## config.mk

```make
export PLATFORM = sky130hd
export DESIGN_NAME = pipe_ctrl_flat
export DESIGN_NICKNAME = d
export VERILOG_FILES = /design/src/rtl/pipe_ctrl_if.sv /design/src/rtl/pipe_ctrl.sv /design/src/flat_wrapper.sv
export SDC_FILE = /design/constraint.sdc
export NUM_CORES = 1
export LEC_CHECK = 0
export CORE_ASPECT_RATIO = 0.75
export CORE_MARGIN = 10
export CORE_UTILIZATION = 25
export DETAILED_ROUTE_END_ITERATION = 6
export DONT_BUFFER_PORTS = 1
export GPL_ROUTABILITY_DRIVEN = 0
export PLACE_DENSITY = 0.34
export REMOVE_ABC_BUFFERS = 1
export SLEW_MARGIN = 10
export SYNTH_ARGS = -nofsm -noshare
export SYNTH_HDL_FRONTEND = slang
export SYNTH_HIERARCHICAL = 1
export SYNTH_SLANG_ARGS = --single-unit
export TNS_END_PERCENT = 20
```

## constraint.sdc

```tcl
create_clock -name clk -period 3.5 [get_ports clk]
set_input_delay 0.7 -clock clk [delete_from_list [all_inputs] [get_ports clk]]
set_output_delay 0.7 -clock clk [all_outputs]
set_load 0.01 [all_outputs]
```

## src/rtl/pipe_ctrl_if.sv

```systemverilog
// Request/response bundle between the pipeline controller and the core:
// stall/flush/halt requests in, per-stage hold and clear controls out.
interface pipe_ctrl_if #(
    parameter int STAGES = 6,
    parameter int AW     = 32,
    parameter int CW     = 8
);
    logic [STAGES-1:0] stallreq_i;
    logic              flush_req_i;
    logic [AW-1:0]     flush_pc_i;
    logic              halt_req_i;
    logic              resume_i;
    logic [STAGES-1:0] stall_o;
    logic [STAGES-1:0] flush_o;
    logic [AW-1:0]     new_pc_o;
    logic              new_pc_valid_o;
    logic              halted_o;
    logic [CW-1:0]     stall_cnt_o;
    logic              watchdog_o;

    modport master (
        output stallreq_i, flush_req_i, flush_pc_i, halt_req_i, resume_i,
        input  stall_o, flush_o, new_pc_o, new_pc_valid_o, halted_o,
               stall_cnt_o, watchdog_o
    );

    modport slave (
        input  stallreq_i, flush_req_i, flush_pc_i, halt_req_i, resume_i,
        output stall_o, flush_o, new_pc_o, new_pc_valid_o, halted_o,
               stall_cnt_o, watchdog_o
    );
endinterface

```

## src/rtl/pipe_ctrl.sv

```systemverilog
// Pipeline controller: stall smearing, redirect flush, drain-and-halt
// sequencing and a saturating stall watchdog for the openmips pipeline.

// One pipeline position: extends the stall chain from the stage above and
// decodes this position's hold and clear controls from the shared mode.
module pipe_ctrl_stage #(
    parameter int IDX         = 0,
    parameter int FLUSH_STAGE = 2
) (
    input  logic req,
    input  logic above,
    input  logic use_enc,
    input  logic hold_front,
    input  logic hold_all,
    input  logic flush_cyc,
    output logic enc,
    output logic stall,
    output logic flush
);
    localparam logic FRONT   = (IDX < 2);
    localparam logic CLEARED = (IDX >= 1) && (IDX <= FLUSH_STAGE);

    assign enc   = req | above;
    assign stall = hold_all | (use_enc & enc) | (hold_front & FRONT);
    assign flush = flush_cyc & CLEARED;
endmodule

module pipe_ctrl #(
    parameter int STAGES      = 6,
    parameter int FLUSH_STAGE = 2,
    parameter int AW          = 32,
    parameter int CW          = 8,
    parameter int MAX_STALL   = 200
) (
    input logic       clk,
    input logic       rst,
    pipe_ctrl_if.slave bus
);
    localparam int DW = $clog2(STAGES);

    typedef enum logic [1:0] {RUN, FLUSH, DRAIN, HALTED} state_t;

    state_t         state, state_nxt;
    logic [DW-1:0]  drain_cnt, drain_nxt;
    logic [AW-1:0]  new_pc;
    logic [CW-1:0]  stall_cnt, cnt_nxt;
    logic           wd;
    logic           down_stall;
    logic           busy;
    logic [STAGES:0] chain;

    assign down_stall = |bus.stallreq_i[STAGES-1:2];
    assign busy       = (|bus.stallreq_i) && (state == RUN || state == DRAIN);

    always_ff @(posedge clk or negedge rst) begin
        if (!rst) begin
            state     <= RUN;
            drain_cnt <= '0;
            new_pc    <= '0;
            stall_cnt <= '0;
            wd        <= 1'b0;
        end else begin
            state     <= state_nxt;
            drain_cnt <= drain_nxt;
            stall_cnt <= cnt_nxt;
            // Every accepted redirect lands in FLUSH, so capture unconditionally.
            if (bus.flush_req_i)
                new_pc <= bus.flush_pc_i;
            if (state == FLUSH)
                wd <= 1'b0;
            else if (busy && cnt_nxt == CW'(MAX_STALL))
                wd <= 1'b1;
        end
    end

    always_comb begin
        state_nxt = state;
        drain_nxt = drain_cnt;
        case (state)
            RUN: begin
                if (bus.flush_req_i) begin
                    state_nxt = FLUSH;
                end else if (bus.halt_req_i) begin
                    state_nxt = DRAIN;
                    drain_nxt = DW'(STAGES - 2);
                end
            end
            FLUSH: begin
                state_nxt = bus.flush_req_i ? FLUSH : RUN;
            end
            DRAIN: begin
                if (bus.flush_req_i) begin
                    state_nxt = FLUSH;
                    drain_nxt = '0;
                end else if (!bus.halt_req_i) begin
                    state_nxt = RUN;
                    drain_nxt = '0;
                end else if (!down_stall) begin
                    // Count reaches zero on the edge that enters HALTED.
                    if (drain_cnt <= DW'(1)) begin
                        state_nxt = HALTED;
                        drain_nxt = '0;
                    end else begin
                        drain_nxt = drain_cnt - DW'(1);
                    end
                end
            end
            HALTED: begin
                if (bus.flush_req_i)
                    state_nxt = FLUSH;
                else if (bus.resume_i)
                    state_nxt = RUN;
            end
            default: state_nxt = RUN;
        endcase
    end

    always_comb begin
        cnt_nxt = '0;
        if (busy)
            cnt_nxt = (&stall_cnt) ? stall_cnt : stall_cnt + CW'(1);
    end

    assign chain[STAGES] = 1'b0;

    // Holds are gated by rst so every control is low while in reset.
    for (genvar k = 0; k < STAGES; k++) begin : g_stage
        pipe_ctrl_stage #(
            .IDX         (k),
            .FLUSH_STAGE (FLUSH_STAGE)
        ) u_stage (
            .req        (bus.stallreq_i[k]),
            .above      (chain[k+1]),
            .use_enc    (rst && (state == RUN || state == DRAIN)),
            .hold_front (rst && state == DRAIN),
            .hold_all   (rst && state == HALTED),
            .flush_cyc  (state == FLUSH),
            .enc        (chain[k]),
            .stall      (bus.stall_o[k]),
            .flush      (bus.flush_o[k])
        );
    end

    assign bus.new_pc_o       = new_pc;
    assign bus.new_pc_valid_o = (state == FLUSH);
    assign bus.halted_o       = (state == HALTED);
    assign bus.stall_cnt_o    = stall_cnt;
    assign bus.watchdog_o     = wd;
endmodule

```

## src/flat_wrapper.sv

```systemverilog
// flat-port wrapper written by rule: the top's interface ports become plain ports
module pipe_ctrl_flat 
#(
    parameter int STAGES      = 6,
    parameter int FLUSH_STAGE = 2,
    parameter int AW          = 32,
    parameter int CW          = 8,
    parameter int MAX_STALL   = 200
)
  (clk, rst, bus_stallreq_i, bus_flush_req_i, bus_flush_pc_i, bus_halt_req_i, bus_resume_i, bus_stall_o, bus_flush_o, bus_new_pc_o, bus_new_pc_valid_o, bus_halted_o, bus_stall_cnt_o, bus_watchdog_o);
  pipe_ctrl_if #(.STAGES(STAGES), .AW(AW), .CW(CW)) bus_i ();
  input logic clk;
  input logic rst;
  input wire logic [$bits(bus_i.stallreq_i)-1:0] bus_stallreq_i;
  input wire logic [$bits(bus_i.flush_req_i)-1:0] bus_flush_req_i;
  input wire logic [$bits(bus_i.flush_pc_i)-1:0] bus_flush_pc_i;
  input wire logic [$bits(bus_i.halt_req_i)-1:0] bus_halt_req_i;
  input wire logic [$bits(bus_i.resume_i)-1:0] bus_resume_i;
  output wire logic [$bits(bus_i.stall_o)-1:0] bus_stall_o;
  output wire logic [$bits(bus_i.flush_o)-1:0] bus_flush_o;
  output wire logic [$bits(bus_i.new_pc_o)-1:0] bus_new_pc_o;
  output wire logic [$bits(bus_i.new_pc_valid_o)-1:0] bus_new_pc_valid_o;
  output wire logic [$bits(bus_i.halted_o)-1:0] bus_halted_o;
  output wire logic [$bits(bus_i.stall_cnt_o)-1:0] bus_stall_cnt_o;
  output wire logic [$bits(bus_i.watchdog_o)-1:0] bus_watchdog_o;
  assign bus_i.stallreq_i = bus_stallreq_i;
  assign bus_i.flush_req_i = bus_flush_req_i;
  assign bus_i.flush_pc_i = bus_flush_pc_i;
  assign bus_i.halt_req_i = bus_halt_req_i;
  assign bus_i.resume_i = bus_resume_i;
  assign bus_stall_o = bus_i.stall_o;
  assign bus_flush_o = bus_i.flush_o;
  assign bus_new_pc_o = bus_i.new_pc_o;
  assign bus_new_pc_valid_o = bus_i.new_pc_valid_o;
  assign bus_halted_o = bus_i.halted_o;
  assign bus_stall_cnt_o = bus_i.stall_cnt_o;
  assign bus_watchdog_o = bus_i.watchdog_o;
  pipe_ctrl #(.STAGES(STAGES), .FLUSH_STAGE(FLUSH_STAGE), .AW(AW), .CW(CW), .MAX_STALL(MAX_STALL)) u_core (.clk(clk), .rst(rst), .bus(bus_i));
endmodule
```

Yosys cells after proc, flatten, opt, wreduce, memory -nomap -nowiden
Cells that the tools add are included.
- bits in registers: 46
- bits of input ports: 43
- output and inout bits: 55
- $add $sub $neg: 2
- order comparisons: 1
- equal/unequal tests: 10
- multiplexer cells: 21
- bitwise operators: 19
- reductions and logical operators: 14
- operators by type and width (operator ; count):
    2-to-1 mux 3 bit ; 6
    2-to-1 mux 2 bit ; 8
    2-to-1 mux 8 bit ; 2
    bitwise OR 1 bit ; 13
    adder 8 x 1 -> 8 bit (second input constant) ; 1
    == test 8 bit (second input constant) ; 1
    inequality test 4 bit (second input constant) ; 2
    case mux 2 bit (4 select lines) ; 1
    AND reduction 4 bit ; 2
    AND reduction 8 bit ; 1
    AND 1 bit ; 6
    inequality test 3 bit (second input constant) ; 2
    case mux 3 bit (2 select lines) ; 1
    OR reduction 6 bit ; 1
    logical AND 1 bit ; 5
    == test 2 bit (second input constant) ; 2
    inequality test 2 bit (second input constant) ; 2
    nonzero test 2 bit ; 2
    OR reduction 4 bit ; 1
    less-or-equal comparator 3 x 1 -> 1 bit (second input constant) ; 1
    2-to-1 mux 1 bit ; 3
    subtractor 3 x 1 -> 3 bit (second input constant) ; 1
    == test 2 x 1 -> 1 bit (second input constant) ; 1
    logical NOT 2 bit ; 1
    logical OR 1 bit ; 1

Logic depth before layout (Yosys ltp)
Gate-level depths: netlist (run 1).
- depth in word-level cells: 8
- depth in mapped cells: 7
- gate-level depth less buffers: 7

Hierarchy
Netlist (run 1), hierarchy kept.
- modules (own cells, without submodules) (module ; times used ; cells each ; area each (sq um) ; sequential area each (sq um)):
    pipe_ctrl ; 1 ; 164 ; 2077.0 ; 1151.1
    pipe_ctrl_stage (u_core.g_stage[3].u_stage ...) ; 3 ; 4 ; 27.5 ; 0.0
    pipe_ctrl_stage (u_core.g_stage[0].u_stage) ; 1 ; 4 ; 28.8 ; 0.0
    pipe_ctrl_stage (u_core.g_stage[1].u_stage) ; 1 ; 3 ; 25.0 ; 0.0
    pipe_ctrl_stage (u_core.g_stage[2].u_stage) ; 1 ; 3 ; 23.8 ; 0.0

Least setup slack after synthesis (run 1)
OpenSTA, ideal clock, no wires.
- path type: input port to output port
- start: in bus_stallreq_i[5]
- end: out bus_stall_o[0]
- arrival time: 2.444 ns
- setup slack: 0.356 ns
- cell stages on the path: 7
- cells stage by stage: or2_4 > or2_4 > or2_4 > or2_4 > or2_4 > or2_4 > a211o_1
- cells in the longest elaborated chain, start to end: 8
- ends and longest elaborated chain (item ; line ; text):
    from (decl) ; flat_wrapper.sv:14 ; input wire logic [$bits(bus_i.stallreq_i)-1:0] bus_stallreq_i;
    bitwise OR 1 bit ; pipe_ctrl.sv:23 ; assign enc = req | above;
    via u_core.chain[4] ; pipe_ctrl.sv:50 ; logic [STAGES:0] chain;
    bitwise OR 1 bit ; pipe_ctrl.sv:23 ;
    via u_core.chain[3] ; pipe_ctrl.sv:50 ;
    bitwise OR 1 bit ; pipe_ctrl.sv:23 ;
    via u_core.chain[2] ; pipe_ctrl.sv:50 ;
    bitwise OR 1 bit ; pipe_ctrl.sv:23 ;
    via u_core.chain[1] ; pipe_ctrl.sv:50 ;
    bitwise OR 1 bit ; pipe_ctrl.sv:23 ;
    via u_core.chain[0] ; pipe_ctrl.sv:50 ;
    AND 1 bit ; pipe_ctrl.sv:24 ; assign stall = hold_all | (use_enc & enc) | (hold_front & FRONT);
    bitwise OR 1 bit (2 in a row) ; pipe_ctrl.sv:24 ;
    to (decl) ; flat_wrapper.sv:19 ; output wire logic [$bits(bus_i.stall_o)-1:0] bus_stall_o;
The timed path passes the listed nets, and every way through them passes these cells.

Worst setup path after layout (run 1)
Ends and elaborated chain as after synthesis.

==> results.toml, run 1 <==
[power_and_ir_drop]
clockPowerShare_pct = 38.6
internal_power_mw = 0.896
p_leak_nw = 1.05
combPwrFrac_pct = 8.0
seqPwrFrac_pct = 53.4
ir_drop_mv = 0.161
p_switching_mw = 0.296
swShare_pct = 24.8
fin_total_pwr_mw = 1.19
p_per_area_nw_per_um2 = 490

[drt]
vias_per_cell = 4.68
drc_errors = 0
drtAntennaViolNets = 0
drtIter0Drc = 48
firstDrtPassIters = 3
wl_per_cell_um = 19.5
vias = 1353
wl_mm = 5.63

[final_layout]
final_cells = 289
multi_input_area_sq_um = 972
postLayoutCellArea_sq_um = 2430
nNetsFinal = 226
area_growth_pct = 8.67
regArea_sq_um = 1150
fillers = 888
num_antenna_cells = 0
drive_gt1_share_pct = 29.3

[synth]
synth_seq_area_share_pct = 51.5
yosys.area.top_type = "dfrtp_1"
synth_top_cell_area_share_pct = 51.5
syn_inst = 186
yosysWarnings = 6
syn_avg_cell_area_sq_um = 12.0
synth_edf_count = 0
postSynth.asyncResetShare_pct = 100
ys_seq_elements = 46
synthFlopType = "dfrtp_1"
synth.cell_area_sq_um = 2240
synthTopCellsByArea = "dfrtp_1, mux2_2, buf_4"
synth_cell_types = 45

[global_route]
grt_max_degree = 50
overflow = 0
grt_pass1_vias = 1451
grt_pass1_wl_mm = 8.47
antenna_found_initial = 0
grt_util_all_layers_pct = 8.17

[critical_path]
crit_top_cell = "or2_4"
cp.arrival_ns = 2.49
worst_setup_path_end_kind = "output port"
path_max_fanout = 2
r2r_slack_ns = 1.42
crit_path_top_delay_cell = "a211o_1"
critical_path.cell_chain = "or2_4 -> or2_4 -> or2_4 -> or2_4 -> or2_4 -> or2_4 -> a211o_1"
cp.required_ns = 2.80
cp-start-kind = "primary input"
critPathKind = "in -> out"
max_stage_delay_ns = 0.34

[timing]
worstMarginPinSlew_ns = 0.575
hold_viol_final = 0
setup_viol = 0
slew_viol_final = 0
max-slew-margin-rel_pct = 61.5
fin_setup_tns_ns = 0
fin_crit_ns = 3.19
final.period_utilization_pct = 91.1
fmax_mhz = 314
rsz0062_at_grt = "no"
skew_ns = 0.00494

[floorplan]
ios = 98
chipWidth_um = 129
core_sq_um = 8600
core.rowCount = 29
die_h_um = 102
start_util_pct = 26.0
die_area_sq_um = 13200

[clock_network]
tritoncts = "yes"
insertion_delay_ns = 0.28
cts.sinks = 46
cts_resized = 0
cts_max_level = 2
cts_root_buffer = "clkbuf_16"
clock_path_buffers = 2
cts_setup_buffers = 0
hold_buffers = 0
numCtsBuffers = 5
path_clk_slew_ns = 0.06

[placement]
dp_hpwl_mm = 4.31
port_buffers = 0
dpl.cell_count = 281
dpl_cell_area_sq_um = 2290

[run_status]
status = "complete, no violations"

[min_path]
hp-class = "in -> async"

[flow_run]
maxCapViolations = 0
[critical path, delay by kind of cell]
family	cells	cell delay, ns
compound gates	1	0.34
simple gates	6	1.45
[sequential cells by signal (all words and copies together), names as in the netlist]
| register | count |
|---|---|
| u_core/bus.new_pc_o | 32 |
| u_core/bus.stall_cnt_o | 8 |
| u_core/drain_cnt | 3 |
| u_core/state | 2 |
| u_core/bus.watchdog_o | 1 |
[synth_stat cells (2+ instances only)]
cell type	number
a211o_1	2
a21o_1	5
a21oi_1	6
a31oi_1	2
and3_1	3
and4_1	3
buf_4	7
clkbuf_1	4
conb_1	5
dfrtp_1	46
ha_1	3
inv_1	8
mux2_2	33
nand2_1	4
nand2b_1	2
nand3_1	3
nand4_1	2
nor2_1	10
nor3_1	3
o21ai_0	3
or2_4	6
xor2_1	3
[layout make-up]
class	count	area share (%)
multi-input combinational	119	40.0
sequential	46	47.3
inverter	8	1.24
clock inverter	2	0.566
clock buffer	6	5.30
tap	108	5.56
[stage by stage]
step           utilization [%]  setup WS (ns)  hold WS, ns
6_report                  28.3          0.313        0.109
5_1_grt                   28.3          0.279       0.0946
4_1_cts                   28.3          0.310        0.103
3_5_place_dp              26.6          0.310        0.406
3_3_place_gp              26.6          0.332        0.406
2_1_floorplan                -          0.356        0.404
[power by group through the flow]
stage / combinational, mW / clock, mW / sequential [mW]
floorplan: 0.0825 / 0 / 0.631
global placement: 0.0927 / 0 / 0.648
detailed placement: 0.0969 / 0 / 0.647
CTS: 0.0968 / 0.480 / 0.638
global route: 0.106 / 0.500 / 0.642
finish: 0.0954 / 0.460 / 0.636
[kinds of logic (layout without fill, tap and decap cells)]
family | after synthesis | count (layout) | synth area share [%]
fa+ha+maj | 3 | 3 | 1.68
xor+xnor | 4 | 4 | 1.57
buf+inv | 21 | 16 | 5.09
flops | 46 | 46 | 51.5
mux | 34 | 34 | 17.1
other cells | 5 | 5 | 0.839
compound gates | 28 | 28 | 9.23
simple gates | 45 | 45 | 13.0
[metal layers]
layer	global-route usage (%)	wire length, um	up-vias
met5	0	0	-
met4	3.14	97	0
met3	3.26	408	6
met2	13.9	2900	45
met1	9.04	2230	668
li1	-	-	634
[path summary, 6_finish.rpt]
check / startpoint / to / cells after the start
worst min-delay path: rst / u_core/bus.new_pc_o[10] / 0
max in group asynchronous: rst / u_core/drain_cnt[2] / 0
worst min register to register: u_core/drain_cnt[1] / u_core/drain_cnt[1] / 1
worst max register to register: u_core/bus.stall_cnt_o[0] / u_core/bus.watchdog_o / 5
min in group clk: bus_flush_req_i / u_core/state[1] / 1
worst max-delay path: bus_stallreq_i[5] / bus_stall_o[0] / 7
[cell usage in the layout (no fill, tap or decap), types with 2 or more instances in the layout]
| master | n |
|---|---|
| dfrtp_1 | 46 |
| mux2_2 | 33 |
| nor2_1 | 10 |
| inv_1 | 8 |
| a21oi_1 | 6 |
| or2_4 | 6 |
| clkbuf_16 | 5 |
| a21o_1 | 5 |
| conb_1 | 5 |
| nand2_1 | 4 |
| and3_1 | 3 |
| nand3_1 | 3 |
| nor3_1 | 3 |
| and4_1 | 3 |
| xor2_1 | 3 |
| o21ai_0 | 3 |
| ha_1 | 3 |
| a31oi_1 | 2 |
| nand4_1 | 2 |
| nand2b_1 | 2 |
| a211o_1 | 2 |
No activity file was read; power rests on OpenSTA's default activity.
==> run 2: changes to the inputs <==
--- a/config.mk
+++ b/config.mk
@@ -6,7 +6,7 @@
 export NUM_CORES = 1
 export LEC_CHECK = 0
 export CORE_ASPECT_RATIO = 0.75
-export CORE_MARGIN = 10
+export CORE_MARGIN = 2
 export CORE_UTILIZATION = 25
 export DETAILED_ROUTE_END_ITERATION = 6
 export DONT_BUFFER_PORTS = 1
==> results.toml, run 2 (synthesis gave the netlist of run 1 again) <==
[timing]
fmax_mhz = 314
fin_crit_ns = 3.19
setup_viol = 0
worstMarginPinSlew_ns = 0.555
final.period_utilization_pct = 91.0
fin_setup_tns_ns = 0
rsz0062_at_grt = "no"
max-slew-margin-rel_pct = 62.9
skew_ns = 0.00315
hold_viol_final = 0
worst_slack_ns = 0.314
slew_viol_final = 0

[floorplan]
chipWidth_um = 113
ios = 98
core.rowCount = 29
die_h_um = 85.9
die_area_sq_um = 9730
core_sq_um = 8560
start_util_pct = 26.1

[run_status]
violations = "design-rule violations"
status = "finished with violations"

[critical_path]
path_delay_family = "simple AND/OR/NAND/NOR gates"
critical_path.cell_chain = "or2_4 -> or2_4 -> or2_4 -> or2_4 -> or2_4 -> or2_4 -> a211o_1"
critPathKind = "in -> out"
cp-start-kind = "primary input"
cp.required_ns = 2.80
cp.arrival_ns = 2.49
worst_setup_path_end_kind = "output port"
crit_path_top_delay_cell = "a211o_1"
max_stage_delay_ns = 0.33
crit_buf_inv = 0
path_max_fanout = 2
crit_top_cell = "or2_4"

[drt]
wl_mm = 4.60
drc_errors = 6
wl_per_cell_um = 15.9
firstDrtPassIters = 6
vias_per_cell = 4.68
vias = 1353
drtIter0Drc = 40
drtAntennaViolNets = 0

[clock_network]
insertion_delay_ns = 0.28
cts_root_buffer = "clkbuf_16"
hold_buffers = 0
cts_max_level = 2
numCtsBuffers = 5
cts_resized = 0
cts.sinks = 46
path_clk_slew_ns = 0.06
cts_setup_buffers = 0
tritoncts = "yes"
clock_path_buffers = 2

[placement]
dp_hpwl_mm = 3.36
dp_slack_ns = 0.314
port_buffers = 0

[global_route]
grt_pass1_wl_mm = 7.64
grt_max_degree = 50
antenna_found_initial = 0
overflow = 0
grt_util_all_layers_pct = 9.91
grt_pass1_vias = 1480

[power_and_ir_drop]
seqPwrFrac_pct = 52.2
ir_drop_mv = 0.192
internal_power_mw = 0.917
p_per_area_nw_per_um2 = 495
combPwrFrac_pct = 7.8
clockPowerShare_pct = 40.0
p_leak_nw = 1.05
swShare_pct = 24.1
p_switching_mw = 0.292

[final_layout]
layout_common_cells = "dfrtp_1, mux2_2, nor2_1"
drive_gt1_share_pct = 29.8
nNetsFinal = 226
fillers = 852
largest_reg_flops = 32
area_growth_pct = 9.23
num_antenna_cells = 0
final_common_cell = "dfrtp_1"

[min_path]
hp-class = "in -> async"

[flow_run]
maxCapViolations = 0
## run 2: cell types whose count changed in the layout (fill, tap and decap cells not counted), sizes merged
cell      before  now
clkinv         2    0
clkinvlp       0    1
inv            8    9
## run 2: worst register-to-register path: cells and delay by family (launching register included)
family          cells  cell delay (ns)
simple gates        2             0.67
flops               1             0.51
compound gates      2             0.46
fa+ha+maj           1             0.26
## run 2: worst paths after layout
kind | from | to | slack, ns | cells past startpoint
worst min-delay path | rst | u_core/bus.new_pc_o[19] | 0.11 | 0
max in group asynchronous | rst | u_core/bus.new_pc_o[14] | 3.30 | 0
worst max-delay path | bus_stallreq_i[5] | bus_stall_o[0] | 0.31 | 7
worst max register to register | u_core/bus.stall_cnt_o[0] | u_core/bus.watchdog_o | 1.49 | 5
worst min register to register | u_core/drain_cnt[2] | u_core/drain_cnt[2] | 0.53 | 2
min in group clk | bus_flush_req_i | u_core/state[1] | 0.49 | 1
## run 2: power by group through the flow
stage	registers, mW	logic (mW)	clock network (mW)
after floorplan	0.631	0.0825	0
after global placement	0.643	0.0912	0
after detailed placement	0.642	0.0949	0
after CTS	0.633	0.0947	0.505
after global routing	0.638	0.106	0.527
final	0.632	0.0940	0.484
## run 2: area by class of cell
cell class / count / area (sq um) / area share, %
multi-input combinational: 119 / 972 / 39.8
inverter: 8 / 30.0 / 1.23
sequential: 46 / 1150 / 47.1
clock buffer: 6 / 139 / 5.68
tap: 108 / 135 / 5.53
clock inverter: 2 / 16.3 / 0.666
## run 2: metal layers
layer  vias to the layer above  global-route usage, %  part of all wire (%)
met5                         -                      0                     0
met3                         4                   4.03                   8.2
met2                        49                   16.4                    50
met4                         0                   3.55                  0.85
met1                       672                   11.7                    41
li1                        628                      -                     -
## run 2: per-stage QoR
| stage | util [%] | power, mW | std cells | area (sq um) | hold slack (ns) |
|---|---|---|---|---|---|
| after floorplan | - | 0.713 | 173 | 2150 | 0.404 |
| after global placement | 26.7 | 0.734 | 281 | 2290 | 0.405 |
| after detailed placement | 26.7 | 0.737 | 281 | 2290 | 0.406 |
| after CTS | 28.5 | 1.23 | 289 | 2440 | 0.0992 |
| after global routing | 28.5 | 1.27 | 289 | 2440 | 0.0888 |
| final | 28.5 | 1.21 | 289 | 2440 | 0.109 |
